File: config.mk
export PLATFORM = sky130hd
export DESIGN_NAME = iram_loader_flat
export DESIGN_NICKNAME = d
export VERILOG_FILES = /design/src/rtl/iram_loader_if.sv /design/src/rtl/iram_loader.sv /design/src/flat_wrapper.sv
export SDC_FILE = /design/constraint.sdc
export NUM_CORES = 1
export LEC_CHECK = 0
export CAP_MARGIN = 15
export CORE_MARGIN = 5
export CORE_UTILIZATION = 45
export DETAILED_ROUTE_END_ITERATION = 12
export PLACE_DENSITY_LB_ADDON = 0.08
export SLEW_MARGIN = 15
export SYNTH_ARGS = -nofsm -noshare
export SYNTH_HDL_FRONTEND = slang
export SYNTH_SLANG_ARGS = --single-unit
File: constraint.sdc
create_clock -name clk -period 2.5 [get_ports clk]
set_clock_uncertainty 0.2 [all_clocks]
set_input_delay 0.375 -clock clk [delete_from_list [all_inputs] [get_ports clk]]
set_output_delay 0.375 -clock clk [all_outputs]
set_load 0.03 [all_outputs]
File: src/rtl/iram_loader_if.sv
// Byte-stream handshake and instruction-memory write port of the boot loader.
// The slave modport is the loader; the master side feeds bytes and takes the writes.
interface iram_loader_if #(
  parameter int AW = 7
);
  logic [7:0]    byte_data;
  logic          valid;
  logic          ready;
  logic          we;
  logic [AW-1:0] waddr;
  logic [15:0]   wdata;

  modport master (
    output byte_data, valid,
    input  ready, we, waddr, wdata
  );

  modport slave (
    input  byte_data, valid,
    output ready, we, waddr, wdata
  );
endinterface

File: src/rtl/iram_loader.sv
// Boot loader: length byte + big-endian 16-bit words into instruction memory, CPU held until done.
// Optional trailing modulo-256 checksum byte when IRAM_LOADER_CHECKSUM_EN is defined.
module iram_loader #(
  parameter int DEPTH = 128,
  parameter int AW    = $clog2(DEPTH)
) (
  input  logic         clk,
  input  logic         rst_n,
  input  logic         start,
  iram_loader_if.slave bus,
  output logic         cpu_hold,
  output logic         done,
  output logic         err
);
  localparam int CW = AW + 1;
  localparam logic [CW-1:0] DEPTH_C = CW'(DEPTH);
  localparam logic [8:0]    DEPTH_9 = 9'(DEPTH);

  localparam logic [2:0] S_IDLE = 3'd0;
  localparam logic [2:0] S_LEN  = 3'd1;
  localparam logic [2:0] S_HI   = 3'd2;
  localparam logic [2:0] S_LO   = 3'd3;
  localparam logic [2:0] S_DONE = 3'd4;
  localparam logic [2:0] S_ERR  = 3'd5;
`ifdef IRAM_LOADER_CHECKSUM_EN
  localparam logic [2:0] S_CSUM = 3'd6;
  logic [7:0] csum;
`endif

  logic [2:0]    state;
  logic [CW-1:0] count;
  logic [CW-1:0] n_words;
  logic [CW-1:0] count_next;
  logic [7:0]    hi_byte;
  logic [8:0]    len_9;
  logic          xfer;

  assign count_next = count + CW'(1);
  assign len_9      = {1'b0, bus.byte_data};
  assign xfer       = bus.valid & bus.ready;

  // Ready is a pure decode of the registered state, never of valid.
  always_comb begin
    bus.ready = (state == S_LEN) || (state == S_HI) || (state == S_LO);
`ifdef IRAM_LOADER_CHECKSUM_EN
    if (state == S_CSUM) bus.ready = 1'b1;
`endif
  end

  assign done     = (state == S_DONE);
  assign err      = (state == S_ERR);
  assign cpu_hold = (state != S_DONE);

  always_ff @(posedge clk or negedge rst_n) begin
    if (!rst_n) begin
      state     <= S_IDLE;
      count     <= '0;
      n_words   <= '0;
      hi_byte   <= '0;
      bus.we    <= 1'b0;
      bus.waddr <= '0;
      bus.wdata <= '0;
`ifdef IRAM_LOADER_CHECKSUM_EN
      csum      <= '0;
`endif
    end else begin
      bus.we <= 1'b0;
      case (state)
        S_IDLE, S_DONE, S_ERR: begin
          if (start) begin
            state <= S_LEN;
            count <= '0;
`ifdef IRAM_LOADER_CHECKSUM_EN
            csum  <= '0;
`endif
          end
        end
        S_LEN: begin
          if (xfer) begin
            // A zero length byte stands for a full memory image.
            if (len_9 > DEPTH_9) begin
              state <= S_ERR;
            end else begin
              n_words <= (len_9 == 9'd0) ? DEPTH_C : CW'(len_9);
              state   <= S_HI;
            end
          end
        end
        S_HI: begin
          if (xfer) begin
            hi_byte <= bus.byte_data;
`ifdef IRAM_LOADER_CHECKSUM_EN
            csum    <= csum + bus.byte_data;
`endif
            state   <= S_LO;
          end
        end
        S_LO: begin
          if (xfer) begin
            bus.we    <= 1'b1;
            bus.waddr <= count[AW-1:0];
            bus.wdata <= {hi_byte, bus.byte_data};
            count     <= count_next;
`ifdef IRAM_LOADER_CHECKSUM_EN
            csum      <= csum + bus.byte_data;
            state     <= (count_next == n_words) ? S_CSUM : S_HI;
`else
            state     <= (count_next == n_words) ? S_DONE : S_HI;
`endif
          end
        end
`ifdef IRAM_LOADER_CHECKSUM_EN
        S_CSUM: begin
          if (xfer) state <= (bus.byte_data == csum) ? S_DONE : S_ERR;
        end
`endif
        default: state <= S_IDLE;
      endcase
    end
  end
endmodule

File: src/flat_wrapper.sv
// flat-port wrapper written by rule: the top's interface ports become plain ports
module iram_loader_flat 
#(
  parameter int DEPTH = 128,
  parameter int AW    = $clog2(DEPTH)
)
  (clk, rst_n, start, cpu_hold, done, err, bus_byte_data, bus_valid, bus_ready, bus_we, bus_waddr, bus_wdata);
  iram_loader_if #(.AW(AW)) bus_i ();
  input  logic clk;
  input  logic rst_n;
  input  logic start;
  output logic cpu_hold;
  output logic done;
  output logic err;
  input wire logic [$bits(bus_i.byte_data)-1:0] bus_byte_data;
  input wire logic [$bits(bus_i.valid)-1:0] bus_valid;
  output wire logic [$bits(bus_i.ready)-1:0] bus_ready;
  output wire logic [$bits(bus_i.we)-1:0] bus_we;
  output wire logic [$bits(bus_i.waddr)-1:0] bus_waddr;
  output wire logic [$bits(bus_i.wdata)-1:0] bus_wdata;
  assign bus_i.byte_data = bus_byte_data;
  assign bus_i.valid = bus_valid;
  assign bus_ready = bus_i.ready;
  assign bus_we = bus_i.we;
  assign bus_waddr = bus_i.waddr;
  assign bus_wdata = bus_i.wdata;
  iram_loader #(.DEPTH(DEPTH), .AW(AW)) u_core (.clk(clk), .rst_n(rst_n), .start(start), .bus(bus_i), .cpu_hold(cpu_hold), .done(done), .err(err));
endmodule
==> flow_summary.html <==
<table>
<tr><th>Metric</th><th>Value</th></tr>
<tr><th colspan="2">Timing</th></tr>
<tr><td>Slew Limit Headroom</td><td>56.7%</td></tr>
<tr><td>Final critical-path share of the clock period</td><td>90.2%</td></tr>
<tr><td>Worst Max-Slew Pin Slew</td><td>~0.65 ns</td></tr>
<tr><td>RSZ-0062 raised after global routing</td><td>no</td></tr>
<tr><td>Final worst path period need</td><td>approximately 2.3 ns</td></tr>
<tr><td>Final worst hold slack</td><td>0.272 ns</td></tr>
<tr><td>Hold violation total from the final report</td><td>0</td></tr>
<tr><td>Fin worst setup slack</td><td>~0.25 ns</td></tr>
<tr><td>Max-slew violation total from the final report</td><td>0</td></tr>
<tr><td>Number of setup violations in the final report</td><td>0</td></tr>
<tr><td>Highest attainable clock frequency</td><td>between 400 and 500 MHz</td></tr>
<tr><th colspan="2">Critical path</th></tr>
<tr><td>Setup slack of the most critical reg-to-reg path</td><td>around 0.32 ns</td></tr>
<tr><td>Launch point of the worst reg-to-reg path</td><td>u_core.count[1]</td></tr>
<tr><td>R2r worst-path depth</td><td>6</td></tr>
<tr><td>Maximum fanout along the worst path</td><td>7</td></tr>
<tr><td>CP arrival</td><td>between 1.5 and 2 ns</td></tr>
<tr><td>Terminus of the critical flop-to-flop path</td><td>u_core.state[1]</td></tr>
<tr><td>Data required time at the worst endpoint</td><td>1.92 ns</td></tr>
<tr><td>CP Class</td><td>register to primary output</td></tr>
<tr><td>Startpoint type of the worst setup path</td><td>register</td></tr>
<tr><td>Setup crit end kind</td><td>primary output</td></tr>
<tr><th colspan="2">Global routing</th></tr>
<tr><td>Total congestion overflow</td><td>0</td></tr>
<tr><td>Number of global-route vias before repair</td><td>1877</td></tr>
<tr><td>Total global routing track utilization</td><td>~17%</td></tr>
<tr><td>Initial antenna violation count</td><td>0</td></tr>
<tr><td>Wire length of the first global-routing pass</td><td>9540 um</td></tr>
<tr><td>Maximum number of pins on one net before global-route repair</td><td>34</td></tr>
<tr><th colspan="2">Detailed routing</th></tr>
<tr><td>Mean number of vias per cell</td><td>5.08</td></tr>
<tr><td>Total Routed Length</td><td>5380 um</td></tr>
<tr><td>Average detailed-routed wire length per instance</td><td>14.6 um</td></tr>
<tr><td>Vias after detailed routing</td><td>1869</td></tr>
<tr><td>DRC violations left</td><td>0</td></tr>
<tr><td>Post-route antenna net violation count</td><td>0</td></tr>
<tr><td>Iteration-0 DRC count of the detailed router</td><td>107</td></tr>
<tr><td>Count of TritonRoute iterations in the first routing pass</td><td>4</td></tr>
<tr><th colspan="2">Placement</th></tr>
<tr><td>Setup slack at placement</td><td>-0.0241 ns</td></tr>
<tr><td>Port Buffers</td><td>39</td></tr>
<tr><td>Post-DP Area</td><td>2920 um^2</td></tr>
<tr><td>Dpl hpwl</td><td>3770 um</td></tr>
<tr><td>Final estimated routing congestion in global placement</td><td>0.856</td></tr>
<tr><th colspan="2">Clocking</th></tr>
<tr><td>Clock buffer count from CTS</td><td>5</td></tr>
<tr><td>Clock tree buffer depth</td><td>2</td></tr>
<tr><td>Buffer cell driving the clock tree root</td><td>sky130_fd_sc_hd__clkbuf_8</td></tr>
<tr><td>Worst-path clk slew</td><td>0.09 ns</td></tr>
<tr><td>Clock insertion delay at the later pin of the skew report</td><td>a little over 0.3 ns</td></tr>
<tr><td>H-Tree Level Count</td><td>2</td></tr>
<tr><td>CTS tree</td><td>done</td></tr>
<tr><td>Sink Count</td><td>51</td></tr>
<tr><th colspan="2">Min path</th></tr>
<tr><td>Hold Path Cell Cnt</td><td>2</td></tr>
<tr><td>Worst min-delay path class</td><td>register to register</td></tr>
<tr><td>Critical hold path startpoint</td><td>u_core.hi_byte[3]</td></tr>
<tr><td>WHS Endpoint</td><td>u_core.bus.wdata[11]</td></tr>
<tr><th colspan="2">Floorplan</th></tr>
<tr><td>Horiz. Die Dim</td><td>83.0 um</td></tr>
<tr><td>Die span in y</td><td>83.0 um</td></tr>
<tr><td>Core region area</td><td>5140 um^2</td></tr>
<tr><td>Area of the die</td><td>between 6000 and 7000 um^2</td></tr>
<tr><td>Number of I/O pins</td><td>40</td></tr>
<tr><td>Row count</td><td>26</td></tr>
<tr><td>Starting utilization of the core area</td><td>between 40% and 50%</td></tr>
<tr><th colspan="2">Run status</th></tr>
<tr><td>Outcome</td><td>complete, no violations</td></tr>
<tr><th colspan="2">Finish</th></tr>
<tr><td>Net count reported at finish</td><td>310</td></tr>
<tr><td>Leading cell type in the layout, fill and taps excluded</td><td>sky130_fd_sc_hd__nand2_1</td></tr>
<tr><td>Area growth, synth to finish</td><td>26.9%</td></tr>
<tr><td>Antenna cell count</td><td>0</td></tr>
<tr><td>Highest-count cells in the layout ignoring fill and taps</td><td>sky130_fd_sc_hd__nand2_1, sky130_fd_sc_hd__dfrtp_1, sky130_fd_sc_hd__clkdlybuf4s50_1</td></tr>
<tr><td>Summed area of non-filler cells in the final layout</td><td>3040 um^2</td></tr>
<tr><td>Layout cell share with drive strength beyond 1</td><td>14.4%</td></tr>
<tr><th colspan="2">Power and ir drop</th></tr>
<tr><td>Worst vdd rail ir drop</td><td>~0.61 mV</td></tr>
<tr><td>Total design power</td><td>0.00345 W</td></tr>
<tr><td>Pwr per Cell Area</td><td>1130 nW/um^2</td></tr>
<tr><td>Leakage Power</td><td>1.43 nW</td></tr>
<tr><th colspan="2">Yosys</th></tr>
<tr><td>Number of distinct library cell variants in the gate-level netlist after synthesis</td><td>43</td></tr>
<tr><td>Synthesized netlist cell count</td><td>248</td></tr>
<tr><td>Synth Net Count</td><td>~260</td></tr>
<tr><td>Synthesized flop and latch total</td><td>just over 50</td></tr>
<tr><td>Mean area per synthesized cell</td><td>9.66 um^2</td></tr>
<tr><td>Sequential element share of the synthesized area</td><td>53.3%</td></tr>
<tr><td>Combined area of all synthesized cells</td><td>2390 um^2</td></tr>
<tr><td>Total of warnings raised by yosys</td><td>0</td></tr>
<tr><th colspan="2">Job</th></tr>
<tr><td>Max-cap viol count</td><td>0</td></tr>
</table>
## state kept, by name, summed over array words and instances, names as in the netlist
register	cells
u_core.n_words	8
u_core.bus.we	1
u_core.bus.wdata	16
u_core.count	8
u_core.hi_byte	8
u_core.bus.waddr	7
u_core.state	3
## synth_stat cells
cell type | number | share of area [%]
sky130_fd_sc_hd__or3b_4 | 1 | 0.47
sky130_fd_sc_hd__a21boi_1 | 1 | 0.31
sky130_fd_sc_hd__or3_1 | 4 | 1.0
sky130_fd_sc_hd__a22o_1 | 1 | 0.37
sky130_fd_sc_hd__buf_6 | 1 | 0.47
sky130_fd_sc_hd__nor3_1 | 1 | 0.21
sky130_fd_sc_hd__nand2b_1 | 2 | 0.52
sky130_fd_sc_hd__inv_1 | 4 | 0.63
sky130_fd_sc_hd__nor3_2 | 1 | 0.42
sky130_fd_sc_hd__o41ai_1 | 2 | 0.73
sky130_fd_sc_hd__and3_1 | 3 | 0.78
sky130_fd_sc_hd__a32oi_1 | 1 | 0.37
sky130_fd_sc_hd__or2_1 | 2 | 0.52
sky130_fd_sc_hd__o21ai_1 | 1 | 0.21
sky130_fd_sc_hd__o21a_1 | 1 | 0.31
sky130_fd_sc_hd__o21bai_1 | 1 | 0.31
sky130_fd_sc_hd__or2b_1 | 1 | 0.31
sky130_fd_sc_hd__xor2_1 | 2 | 0.73
sky130_fd_sc_hd__inv_2 | 1 | 0.16
sky130_fd_sc_hd__nor2b_1 | 2 | 0.52
sky130_fd_sc_hd__nand3_1 | 4 | 0.84
sky130_fd_sc_hd__o21ai_0 | 14 | 2.9
sky130_fd_sc_hd__mux2_2 | 8 | 3.8
sky130_fd_sc_hd__o21ba_2 | 2 | 0.84
sky130_fd_sc_hd__a31oi_1 | 2 | 0.52
sky130_fd_sc_hd__o221ai_1 | 1 | 0.37
sky130_fd_sc_hd__buf_2 | 7 | 1.5
sky130_fd_sc_hd__nor2_1 | 11 | 1.7
sky130_fd_sc_hd__a21oi_1 | 9 | 1.9
sky130_fd_sc_hd__clkbuf_1 | 4 | 0.63
sky130_fd_sc_hd__nand4_1 | 3 | 0.78
sky130_fd_sc_hd__a211oi_1 | 1 | 0.31
sky130_fd_sc_hd__dfrtp_1 | 51 | 53
sky130_fd_sc_hd__nand2_1 | 78 | 12
sky130_fd_sc_hd__nand4b_1 | 1 | 0.37
sky130_fd_sc_hd__mux2_4 | 7 | 4.4
sky130_fd_sc_hd__o22ai_1 | 1 | 0.26
sky130_fd_sc_hd__ha_1 | 1 | 0.52
sky130_fd_sc_hd__o22a_2 | 1 | 0.42
sky130_fd_sc_hd__nor4_1 | 1 | 0.26
sky130_fd_sc_hd__xnor2_1 | 6 | 2.2
sky130_fd_sc_hd__nor3b_1 | 1 | 0.31
sky130_fd_sc_hd__o211ai_1 | 1 | 0.31
## routing by layer
| layer | global-route usage (%) | part of all wire (%) | vias to the layer above |
|---|---|---|---|
| li1 | - | - | 927 |
| met4 | 4.75 | 1.0 | 0 |
| met5 | 0 | 0 | - |
| met1 | 25.0 | 51 | 902 |
| met3 | 4.06 | 3.4 | 6 |
| met2 | 24.1 | 44 | 34 |
## metrics by stage
stage | instances | utilization [%] | TNS (ns)
after CTS | 368 | 59.0 | 0
final | 368 | 59.1 | 0
after detailed placement | 359 | 56.9 | -0.162
after global placement | 359 | 56.9 | 0
after floorplan | 248 | - | 0
after global routing | 368 | 59.1 | 0
## power breakdown
| part | internal (W) | total [W] | switching (W) |
|---|---|---|---|
| logic | 0.000717 | 0.00156 | 0.000841 |
| registers | 0.00114 | 0.00136 | 0.000227 |
| clock network | 0.000253 | 0.000527 | 0.000274 |
| total | 0.00211 | 0.00345 | 0.00134 |
## critical path, stage by stage, from the launching register on
cell                            delay, ns
sky130_fd_sc_hd__dfrtp_1             0.49
sky130_fd_sc_hd__or2b_1              0.29
sky130_fd_sc_hd__nand2b_1            0.16
sky130_fd_sc_hd__inv_1               0.05
sky130_fd_sc_hd__dlygate4sd2_1       0.38
## layout make-up
cell class / instances / area, um^2
fill: 468 / 2100
sequential: 51 / 1280
multi-input combinational: 180 / 1040
timing repair buffer: 54 / 517
clock buffer: 8 / 100
tap: 70 / 87.6
inverter: 5 / 18.8
## cell families (layout without fill, tap and decap cells)
| family | after synthesis | after routing | synth area share [%] |
|---|---|---|---|
| AND/OR/NAND/NOR | 116 | 116 | 21.3 |
| flip-flops | 51 | 51 | 53.3 |
| AO/OA/AOI/OAI | 40 | 40 | 10.5 |
| buffers and inverters | 17 | 67 | 3.34 |
| multiplexers | 15 | 15 | 8.15 |
| XOR/XNOR | 8 | 8 | 2.93 |
| adder cells (fa/ha/maj) | 1 | 1 | 0.522 |
## how the worst max path moves through the flow
stage / startpoint / endpoint / slack, ns / depth (start not counted)
after global routing: u_core.state[2] / done / 0.15 / 4
after floorplan: u_core.state[2] / u_core.n_words[0] / 0.55 / 5
after detailed placement: bus_byte_data[3] / u_core.n_words[5] / -0.02 / 6
after global placement: bus_byte_data[3] / u_core.n_words[3] / 0.13 / 6
final: u_core.state[2] / done / 0.25 / 4
after CTS: u_core.state[2] / cpu_hold / 0.07 / 3
## timing repair
action                                  4_1_cts  5_1_grt
endpoints found under the setup margin        1        2
resized for setup                             1        2
hold buffers                                  1        0
buffers inserted                              0        0
endpoints found under the hold margin        20        0
pin swaps                                     0        0
Note: power is estimated with default switching activity, not from simulation.
